File: src/rtl/paged_event_buffer_if.sv
// Bus bundle for paged_event_buffer: writer beats/commit, reader page view and
// random-access read port.
interface paged_event_buffer_if #(
    parameter int DATA_WIDTH = 18,
    parameter int PAGE_DEPTH = 16,
    parameter int PAGES      = 4
);
    localparam int AW = $clog2(PAGE_DEPTH);
    localparam int PW = $clog2(PAGES);
    localparam int NW = AW + 1;

    // Writer side
    logic                  wr_valid;
    logic                  wr_ready;
    logic [DATA_WIDTH-1:0] wr_data;
    logic                  wr_last;
    logic                  wr_flush;

    // Reader side
    logic                  rd_page_valid;
    logic [PW-1:0]         rd_page;
    logic [NW-1:0]         rd_nent;
    logic                  rd_ovf;
    logic                  rd_en;
    logic [AW-1:0]         rd_addr;
    logic [DATA_WIDTH-1:0] rd_data;
    logic                  rd_dvalid;
    logic                  rd_release;
    logic [PW:0]           pages_used;

    // Producer/consumer logic drives the requests and sees the status
    modport master (
        output wr_valid, wr_data, wr_last, wr_flush,
        output rd_en, rd_addr, rd_release,
        input  wr_ready, rd_page_valid, rd_page, rd_nent, rd_ovf,
        input  rd_data, rd_dvalid, pages_used
    );

    // The buffer itself
    modport slave (
        input  wr_valid, wr_data, wr_last, wr_flush,
        input  rd_en, rd_addr, rd_release,
        output wr_ready, rd_page_valid, rd_page, rd_nent, rd_ovf,
        output rd_data, rd_dvalid, pages_used
    );
endinterface

File: src/rtl/paged_event_buffer.sv
// Multi-page event buffer. The writer fills one page at a time and commits it
// with its entry count; the reader walks committed pages in order, reads
// entries at random and releases each page back to the free pool.
module paged_event_buffer #(
    parameter int DATA_WIDTH = 18,
    parameter int PAGE_DEPTH = 16,
    parameter int PAGES      = 4,
    parameter int RD_LATENCY = 1
) (
    input logic                 clk,
    input logic                 rst_n,
    paged_event_buffer_if.slave bus
);
    localparam int AW = $clog2(PAGE_DEPTH);
    localparam int PW = $clog2(PAGES);
    localparam int NW = AW + 1;
    localparam logic [NW-1:0] FULL_CNT  = NW'(PAGE_DEPTH);
    localparam logic [PW:0]   MAX_PAGES = (PW+1)'(PAGES);

    logic [DATA_WIDTH-1:0]      mem [PAGES*PAGE_DEPTH];
    logic [PW-1:0]              wr_pg;
    logic [PW-1:0]              rd_pg;
    logic [NW-1:0]              fill_cnt;
    logic                       fill_ovf;
    logic [PAGES-1:0][NW-1:0]   nent;
    logic [PAGES-1:0]           page_ovf;
    logic [PW:0]                pages_used;

    logic                       wr_ready;
    logic                       page_valid;
    logic                       beat_ok;
    logic                       room;
    logic                       store;
    logic                       commit;
    logic                       rel_pg;
    logic [NW-1:0]              fin_cnt;
    logic                       fin_ovf;
    logic [NW-1:0]              cur_nent;
    logic                       rd_take;
    logic                       rd_hit;
    logic [PW+AW-1:0]           wr_idx;
    logic [PW+AW-1:0]           rd_idx;

    logic                       s1_valid;
    logic [DATA_WIDTH-1:0]      s1_data;

    assign wr_ready   = pages_used < MAX_PAGES;
    assign page_valid = pages_used != '0;
    assign beat_ok    = bus.wr_valid && wr_ready;
    assign room       = fill_cnt != FULL_CNT;
    assign store      = beat_ok && room;
    // A flush alongside a beat acts as wr_last: still exactly one commit
    assign commit     = wr_ready && ((bus.wr_valid && bus.wr_last) || bus.wr_flush);
    assign rel_pg     = bus.rd_release && page_valid;
    // Count and overflow the page will hold once this cycle's beat is taken
    assign fin_cnt    = store ? fill_cnt + 1'b1 : fill_cnt;
    assign fin_ovf    = fill_ovf || (beat_ok && !room);
    assign cur_nent   = nent[rd_pg];
    assign rd_take    = bus.rd_en && page_valid;
    assign rd_hit     = {1'b0, bus.rd_addr} < cur_nent;
    assign wr_idx     = {wr_pg, fill_cnt[AW-1:0]};
    assign rd_idx     = {rd_pg, bus.rd_addr};

    // Writer page state: fill count, sticky overflow, per-page commit record
    always_ff @(posedge clk or negedge rst_n) begin
        // NOTE: state uses non-blocking assignments so every register samples pre-edge values.
        if (!rst_n) begin
            wr_pg    <= '0;
            fill_cnt <= '0;
            fill_ovf <= 1'b0;
            nent     <= '0;
            page_ovf <= '0;
        end else if (commit) begin
            nent[wr_pg]     <= fin_cnt;
            page_ovf[wr_pg] <= fin_ovf;
            wr_pg           <= wr_pg + 1'b1;
            fill_cnt        <= '0;
            fill_ovf        <= 1'b0;
        end else begin
            fill_cnt <= fin_cnt;
            fill_ovf <= fin_ovf;
        end
    end

    // Reader pointer and committed-page occupancy
    always_ff @(posedge clk or negedge rst_n) begin
        if (!rst_n) begin
            rd_pg      <= '0;
            pages_used <= '0;
        end else begin
            if (rel_pg)
                rd_pg <= rd_pg + 1'b1;
            if (commit && !rel_pg)
                pages_used <= pages_used + 1'b1;
            else if (rel_pg && !commit)
                pages_used <= pages_used - 1'b1;
        end
    end

    // Entry storage; the filling page never equals the reading page
    always_ff @(posedge clk) begin
        // NOTE: the array has no reset; pages are only read below their committed count.
        if (store)
            mem[wr_idx] <= bus.wr_data;
    end

    // First read stage: synchronous lookup, zeros beyond the page's count
    always_ff @(posedge clk or negedge rst_n) begin
        if (!rst_n) begin
            s1_valid <= 1'b0;
            s1_data  <= '0;
        end else begin
            s1_valid <= rd_take;
            if (rd_take)
                s1_data <= rd_hit ? mem[rd_idx] : '0;
        end
    end

    generate
        if (RD_LATENCY == 2) begin : g_lat2
            logic                  s2_valid;
            logic [DATA_WIDTH-1:0] s2_data;

            // Optional output register for the two-cycle read
            always_ff @(posedge clk or negedge rst_n) begin
                if (!rst_n) begin
                    s2_valid <= 1'b0;
                    s2_data  <= '0;
                end else begin
                    s2_valid <= s1_valid;
                    s2_data  <= s1_data;
                end
            end

            assign bus.rd_dvalid = s2_valid;
            assign bus.rd_data   = s2_data;
        end else begin : g_lat1
            assign bus.rd_dvalid = s1_valid;
            assign bus.rd_data   = s1_data;
        end

        if (RD_LATENCY != 1 && RD_LATENCY != 2) begin : g_bad_latency
            $error("paged_event_buffer: RD_LATENCY must be 1 or 2");
        end
    endgenerate

    assign bus.wr_ready      = wr_ready;
    assign bus.rd_page_valid = page_valid;
    assign bus.rd_page       = rd_pg;
    assign bus.rd_nent       = cur_nent;
    assign bus.rd_ovf        = page_ovf[rd_pg];
    assign bus.pages_used    = pages_used;
endmodule

File: src/flat_wrapper.sv
// flat-port wrapper written by rule: the top's interface ports become plain ports
module paged_event_buffer_flat 
#(
    parameter int DATA_WIDTH = 18,
    parameter int PAGE_DEPTH = 16,
    parameter int PAGES      = 4,
    parameter int RD_LATENCY = 1
)
  (clk, rst_n, bus_wr_valid, bus_wr_data, bus_wr_last, bus_wr_flush, bus_rd_en, bus_rd_addr, bus_rd_release, bus_wr_ready, bus_rd_page_valid, bus_rd_page, bus_rd_nent, bus_rd_ovf, bus_rd_data, bus_rd_dvalid, bus_pages_used);
  paged_event_buffer_if #(.DATA_WIDTH(DATA_WIDTH), .PAGE_DEPTH(PAGE_DEPTH), .PAGES(PAGES)) bus_i ();
  input logic clk;
  input logic rst_n;
  input wire logic [$bits(bus_i.wr_valid)-1:0] bus_wr_valid;
  input wire logic [$bits(bus_i.wr_data)-1:0] bus_wr_data;
  input wire logic [$bits(bus_i.wr_last)-1:0] bus_wr_last;
  input wire logic [$bits(bus_i.wr_flush)-1:0] bus_wr_flush;
  input wire logic [$bits(bus_i.rd_en)-1:0] bus_rd_en;
  input wire logic [$bits(bus_i.rd_addr)-1:0] bus_rd_addr;
  input wire logic [$bits(bus_i.rd_release)-1:0] bus_rd_release;
  output wire logic [$bits(bus_i.wr_ready)-1:0] bus_wr_ready;
  output wire logic [$bits(bus_i.rd_page_valid)-1:0] bus_rd_page_valid;
  output wire logic [$bits(bus_i.rd_page)-1:0] bus_rd_page;
  output wire logic [$bits(bus_i.rd_nent)-1:0] bus_rd_nent;
  output wire logic [$bits(bus_i.rd_ovf)-1:0] bus_rd_ovf;
  output wire logic [$bits(bus_i.rd_data)-1:0] bus_rd_data;
  output wire logic [$bits(bus_i.rd_dvalid)-1:0] bus_rd_dvalid;
  output wire logic [$bits(bus_i.pages_used)-1:0] bus_pages_used;
  assign bus_i.wr_valid = bus_wr_valid;
  assign bus_i.wr_data = bus_wr_data;
  assign bus_i.wr_last = bus_wr_last;
  assign bus_i.wr_flush = bus_wr_flush;
  assign bus_i.rd_en = bus_rd_en;
  assign bus_i.rd_addr = bus_rd_addr;
  assign bus_i.rd_release = bus_rd_release;
  assign bus_wr_ready = bus_i.wr_ready;
  assign bus_rd_page_valid = bus_i.rd_page_valid;
  assign bus_rd_page = bus_i.rd_page;
  assign bus_rd_nent = bus_i.rd_nent;
  assign bus_rd_ovf = bus_i.rd_ovf;
  assign bus_rd_data = bus_i.rd_data;
  assign bus_rd_dvalid = bus_i.rd_dvalid;
  assign bus_pages_used = bus_i.pages_used;
  paged_event_buffer #(.DATA_WIDTH(DATA_WIDTH), .PAGE_DEPTH(PAGE_DEPTH), .PAGES(PAGES), .RD_LATENCY(RD_LATENCY)) u_core (.clk(clk), .rst_n(rst_n), .bus(bus_i));
endmodule
File: config.mk
export PLATFORM = sky130hd
export DESIGN_NAME = paged_event_buffer_flat
export DESIGN_NICKNAME = d
export VERILOG_FILES = /design/src/rtl/paged_event_buffer_if.sv /design/src/rtl/paged_event_buffer.sv /design/src/flat_wrapper.sv
export SDC_FILE = /design/constraint.sdc
export NUM_CORES = 1
export LEC_CHECK = 0
export CAP_MARGIN = 20
export CORE_UTILIZATION = 35
export CTS_CLUSTER_SIZE = 12
export DETAILED_ROUTE_END_ITERATION = 7
export REMOVE_ABC_BUFFERS = 1
export SLEW_MARGIN = 20
export SYNTH_ARGS = -nofsm -noshare
export SYNTH_HDL_FRONTEND = slang
export SYNTH_SLANG_ARGS = --single-unit
File: constraint.sdc
create_clock -name clk -period 3.35 [get_ports clk]
set_input_delay 1.005 -clock clk [delete_from_list [all_inputs] [get_ports clk]]
set_output_delay 1.005 -clock clk [all_outputs]
set_load 0.05 [all_outputs]
After elaboration in Yosys (flattened, before gate mapping)
Memories as Yosys holds them, arrays and structs flattened.
Cells that the tools add are included.

storage, ports and cells
  RAM bits = 1152
  memories kept = 1
  flip-flop bits (word level) = 56
  word-level logic and storage cells = 59
  output and inout port bits = 32

memory list
  memory      words  bits a word  read ports  clocked after memory_dff  wr ports  line                      source
  u_core.mem  64     18           1           0                         1         paged_event_buffer.sv:20  logic [DATA_WIDTH-1:0] mem [PAGES*PAGE_DEPTH];

cells by class
  add/sub/neg operators = 5
  equality and inequality tests = 1
  order comparisons = 5
  reduce and logical (&&, ||, !) cells = 17
  multiplexer cells = 18

operators with widths
  cell                                                        number
  bitwise mux 20 bit                                          1
  2-to-1 mux 5 bit                                            4
  2-to-1 mux 18 bit                                           1
  binary-select mux 5 bit (select 2 bit)                      1
  demux 5 bit (select 2 bit)                                  1
  logical AND 1 bit                                           10
  less-than comparator 2 x 3 -> 1 bit, second input constant  2
  2-to-1 mux 3 bit                                            2
  adder 5 x 1 -> 5 bit, second input constant                 1
  less-than comparator 4 x 5 -> 1 bit                         1
  2-to-1 mux 1 bit                                            5
  != test 5 bit, second input constant                        1
  adder 2 x 1 -> 2 bit, second input constant                 2
  bitwise mux 4 bit                                           1
  adder 3 x 1 -> 3 bit, second input constant                 1
  logical NOT 1 bit                                           3
  less-than comparator 3 bit, second input constant           1
  nonzero test 3 bit                                          1
  subtractor 3 x 1 -> 3 bit, second input constant            1
  binary-select mux 1 bit (select 2 bit)                      1
  demux 1 bit (select 2 bit)                                  1
  >= comparator 2 x 1 -> 1 bit, second input constant         1
  logical OR 1 bit                                            2
  nonzero test 2 bit                                          1

Logic depth before layout (Yosys ltp)
Gate-level depths: netlist of the first run.

  depth in word-level cells = 7
  gate-level depth with buffers = 12
  gate-level depth less buffers = 9

Worst setup path before layout of the first run
Ideal clock, no wire load.

  kind = register to register
  start = reg u_core.rd_pg[0] (netlist: u_core.bus.rd_page[0])
  end = reg u_core.s1_data[10] (netlist: u_core.bus.rd_data[10])
  buffers on the path = 3
  data required time = 3283 ps
  cell stages (with the launch flop) = 12
  path slack = -192 ps
  arrival time = 3474 ps
  path through = dfrtp_1 buf_2 mux4_2 inv_1 ha_1 a2111oi_0 a221oi_2 or3_1 buf_2 buf_4 a41oi_1 a221o_1

between the ends
  word-level cells in the longest chain between the ends = 4
  elaborated cells on any way between the ends = 5

ends and longest elaborated chain
  item                                    line                       source
  start: declaration                      paged_event_buffer.sv:22   logic [PW-1:0] rd_pg;
  start signal: assignment                paged_event_buffer.sv:92   rd_pg <= rd_pg + 1'b1;
  binary-select mux 5 bit (select 2 bit)  paged_event_buffer.sv:58   assign cur_nent = nent[rd_pg];
  2-to-1 mux 5 bit (not written as such)  paged_event_buffer.sv:58
  named net bus_rd_nent[3]                flat_wrapper.sv:23         output wire logic [$bits(bus_i.rd_nent)-1:0] bus_rd_nent;
  less-than comparator 4 x 5 -> 1 bit     paged_event_buffer.sv:60   assign rd_hit = {1'b0, bus.rd_addr} < cur_nent;
  2-to-1 mux 18 bit                       paged_event_buffer.sv:115  s1_data <= rd_hit ? mem[rd_idx] : '0;
  end signal: assignment                  paged_event_buffer.sv:115
  end: declaration                        paged_event_buffer.sv:45   logic [DATA_WIDTH-1:0] s1_data;

The timed path passes the listed nets, and every way through them passes these cells. The select of a mux whose other input is x is not followed.
A chain may end at the register's enable or synchronous reset.

Worst setup path in the final report of the first run
  start = reg u_core.rd_pg[0] (netlist: u_core.bus.rd_page[0])
  end = out bus_rd_page[0]

RTL lines
  item              line                source
  end: declaration  flat_wrapper.sv:22  output wire logic [$bits(bus_i.rd_page)-1:0] bus_rd_page;

No word-level cell between the ends.

==> key figures, run 1 <==
Run status
  – Outcome: complete, but fails checks
  – Failing checks: DRC

Routing
  – Met2 wire length: 58100 um
  – Initial DRC Count: 3050
  – M1 WL: 56900 um
  – Met3 routed WL: 8310 um
  – Drt pass-1 iters: 7
  – ANT nets after route: 0
  – Uppermost layer routed: met5
  – Total wire length: 126000 um
  – Residual DRC: 16
  – Via count: 25700
  – WL/cell: 25.9 um
  – Via/cell ratio: 5.29

Global route
  – Global-route wire length before repair: 180000 um
  – Initial antenna violation count: 10
  – Largest net degree at the start of global routing: 65
  – Vias in the first global route: 24700
  – Global route overflow: 0
  – Tot GR Track Use: 0.182

Setup path
  – R2R cell count: 11
  – Reg2Reg Setup Slack: 290 ps
  – Delay-heaviest family, CP: buffers and inverters
  – Crit path buf inv count: 2
  – Slowest-stage cell, CP: clkdlybuf4s50_1
  – Crit-path cells: buf_4, clkdlybuf4s50_1
  – CP max FO: 11
  – Reg-to-reg startpoint: u_core.bus.rd_page[0]
  – Critical R2R Capture: u_core.bus.rd_data[0]
  – Worst setup EP type: primary output
  – Worst Setup Start Kind: flip-flop
  – Crit path required time: 2340 ps
  – Crit path DAT: 2190 ps
  – Crit Path Class: flip-flop to primary output
  – Worst path max stage delay: 850 ps

Finish
  – Final cell count without fillers: 4856
  – Register Area: 0.0360 mm2
  – Commonest non-fill, non-tap cell in the layout: edfxtp_1
  – Area Growth Syn to Fin: 19.5%
  – Final non-filler cell area: 0.0564 mm2
  – Nets: 3050
  – Share of cells above drive strength 1: 0.164
  – Most frequent cells in the layout: edfxtp_1, mux2i_1, a22oi_1
  – Multi-input logic area: 0.0106 mm2
  – Fillers: 11600

Floorplanning
  – Die area: 0.136 mm2
  – IO Count: 61
  – Core Rows: 134
  – Core area: 0.134 mm2
  – Die Span X: 369 um
  – Initial Utilization: 0.353
  – DIE HEIGHT: 369 um

Yosys
  – Unique masters post-synth: 41
  – Sequential share of the synthesized area: 0.763
  – Synth Cell Area: 0.0472 mm2
  – Warnings from Yosys: 0
  – Synth Instances: 2738
  – Register bit total from synthesis: 1208
  – Synth Area per Inst: 17.2 um2

STA
  – Final Max Slew Viols: 0
  – RSZ-0062 raised after global routing: no
  – Worst hold slack: 416 ps
  – Peak Freq: 313 MHz
  – Final hold vios: 0
  – Fin Clk Skew: 36.4 ps
  – Min cycle time layout: 3200 ps
  – Worst-Margin Slew: 929 ps
  – Fin crit share: 0.955
  – Final setup viols: 0
  – Slew HR: 0.379

CTS
  – Clock root buffer: clkbuf_16
  – H-tree depth: 3
  – Clk buf depth: 3
  – CTS tree: done
  – Inserted Clock Buffers: 119
  – Clock slew seen by the registers of the worst setup and hold paths: 60 ps
  – Clk sinks: 1208
  – Clock latency at the later pin of the worst-skew pair: 700 ps

Placement
  – RD Place Congestion: 0.840
  – # port buffers: 60
  – Placed insts: 4657
  – Placed instance area: 0.0528 mm2
  – Hpwl dp: 80000 um

Power and ir drop
  – Power Density: 613 mW/mm2
  – Lkg Pwr: 19.5 nW
  – Peak VDD IR: 0.000486 V
  – Overall power: 34.5 mW

Run
  – Max-cap viol count: 0

Worst hold path
  – Min-delay worst type: input port to async pin
area by class of cell:
cell class	count	area share
Inverter	13	0.000866
Timing Repair Buffer	310	0.0702
Clock inverter	27	0.00464
Antenna cell	2	0.0000888
Tap cell	1768	0.0392
Sequential cell	1208	0.639
Multi-Input combinational cell	1358	0.188
Clock buffer	170	0.0581
report_power, final:
part	internal, mW	switching [mW]
combinational	1.62	3.15
sequential	16.9	0.402
clock	7.08	5.37
total	25.6	8.93
Yosys cell counts:
cell type,n,area share
o21a_1,1,0.00016
mux4_2,17,0.0081
nor2_2,1,0.00013
edfxtp_1,1152,0.73
a2111oi_0,3,0.00056
nand2b_1,7,0.00093
or3_1,2,0.00027
inv_1,13,0.0010
nor2b_1,5,0.00066
a221o_1,17,0.0036
buf_2,76,0.0081
nand4b_1,1,0.00019
nor3_1,2,0.00021
clkbuf_1,58,0.0046
a311oi_1,1,0.00019
nor4bb_1,1,0.00021
buf_1,22,0.0018
nand3_1,142,0.015
a221oi_2,1,0.00032
a22oi_1,170,0.027
fa_1,1,0.00042
xnor2_1,6,0.0011
a31oi_1,1,0.00013
and2_1,4,0.00053
nand2_1,149,0.012
nand3_2,1,0.00021
mux2_2,1,0.00024
nand4_1,21,0.0028
buf_6,2,0.00048
buf_4,1,0.00016
nor2_1,77,0.0061
dfrtp_1,56,0.030
a21oi_1,106,0.011
nor3b_2,1,0.00027
mux2i_1,558,0.12
ha_1,10,0.0027
xor2_1,4,0.00074
nand3b_1,1,0.00016
a22o_1,2,0.00037
o21ai_0,27,0.0029
a41oi_1,17,0.0032
cells by family after synthesis:
| kind of cell | Yosys count | synth area share |
|---|---|---|
| buffers and inverters | 172 | 0.0161 |
| XOR/XNOR | 10 | 0.00186 |
| AO/OA/AOI/OAI | 346 | 0.0496 |
| AND/OR/NAND/NOR | 415 | 0.0396 |
| adder cells (fa/ha/maj) | 11 | 0.00308 |
| flip-flops | 1208 | 0.763 |
| multiplexers | 576 | 0.127 |
how the worst max path moves through the flow:
stage                               start                     end  slack (ps)  depth (start not counted)
floorplan                  bus_rd_addr[2]   u_core.bus.rd_data[0]       -3230                          5
global placement           bus_rd_addr[1]  u_core.bus.rd_data[15]        -150                         10
detailed placement         bus_rd_addr[1]  u_core.bus.rd_data[15]        -170                         10
CTS                 u_core.bus.rd_page[0]          bus_rd_page[0]         100                          2
global route        u_core.bus.rd_page[0]          bus_rd_page[0]          50                          2
finish              u_core.bus.rd_page[0]          bus_rd_page[0]         150                          2
sequential cells by signal, summed over array words and instances, names as in the netlist:
signal                 flops
u_core.bus.pages_used      3
u_core.fill_ovf            1
u_core.page_ovf            4
u_core.mem              1152
u_core.bus.rd_page         2
u_core.nent               20
u_core.bus.rd_dvalid       1
u_core.fill_cnt            5
u_core.bus.rd_data        18
u_core.wr_pg               2
worst reg2reg max path: cells and delay by family, from the launching register on:
family	cells	cell delay (ps)
AO/OA/AOI/OAI	5	850
multiplexers	1	590
buffers and inverters	3	540
flip-flops	1	390
AND/OR/NAND/NOR	1	380
adder cells (fa/ha/maj)	1	240
per-layer routing:
metal	up-vias	global-route usage
li1	11400	-
met1	13300	0.270
met2	917	0.284
met3	135	0.0231
met4	2	0.0411
met5	-	0
stage by stage:
| step | utilization | TNS (ps) | setup WS [ps] |
|---|---|---|---|
| after CTS | 0.422 | 0 | 103 |
| after global routing | 0.422 | 0 | 53.0 |
| after floorplan | - | -54990 | -3230 |
| after global placement | 0.395 | -1040 | -150 |
| final | 0.422 | 0 | 150 |
| after detailed placement | 0.395 | -1020 | -171 |
repair_timing:
item,4_1_cts,5_1_grt
hold buffers,0,0
gates resized for setup,1,0
endpoints found under the setup margin,1,0
buffers inserted,0,0
No activity file was read; power rests on OpenSTA's default activity.
==> run 2, diff against run 1 <==
--- a/config.mk
+++ b/config.mk
@@ -9,6 +9,7 @@
 export CORE_UTILIZATION = 35
 export CTS_CLUSTER_SIZE = 12
 export DETAILED_ROUTE_END_ITERATION = 7
+export HOLD_SLACK_MARGIN = 0.03
 export REMOVE_ABC_BUFFERS = 1
 export SLEW_MARGIN = 20
 export SYNTH_ARGS = -nofsm -noshare
==> results of run 2 <==
No change in the layout: final DEF, timing and power equal those of run 1.
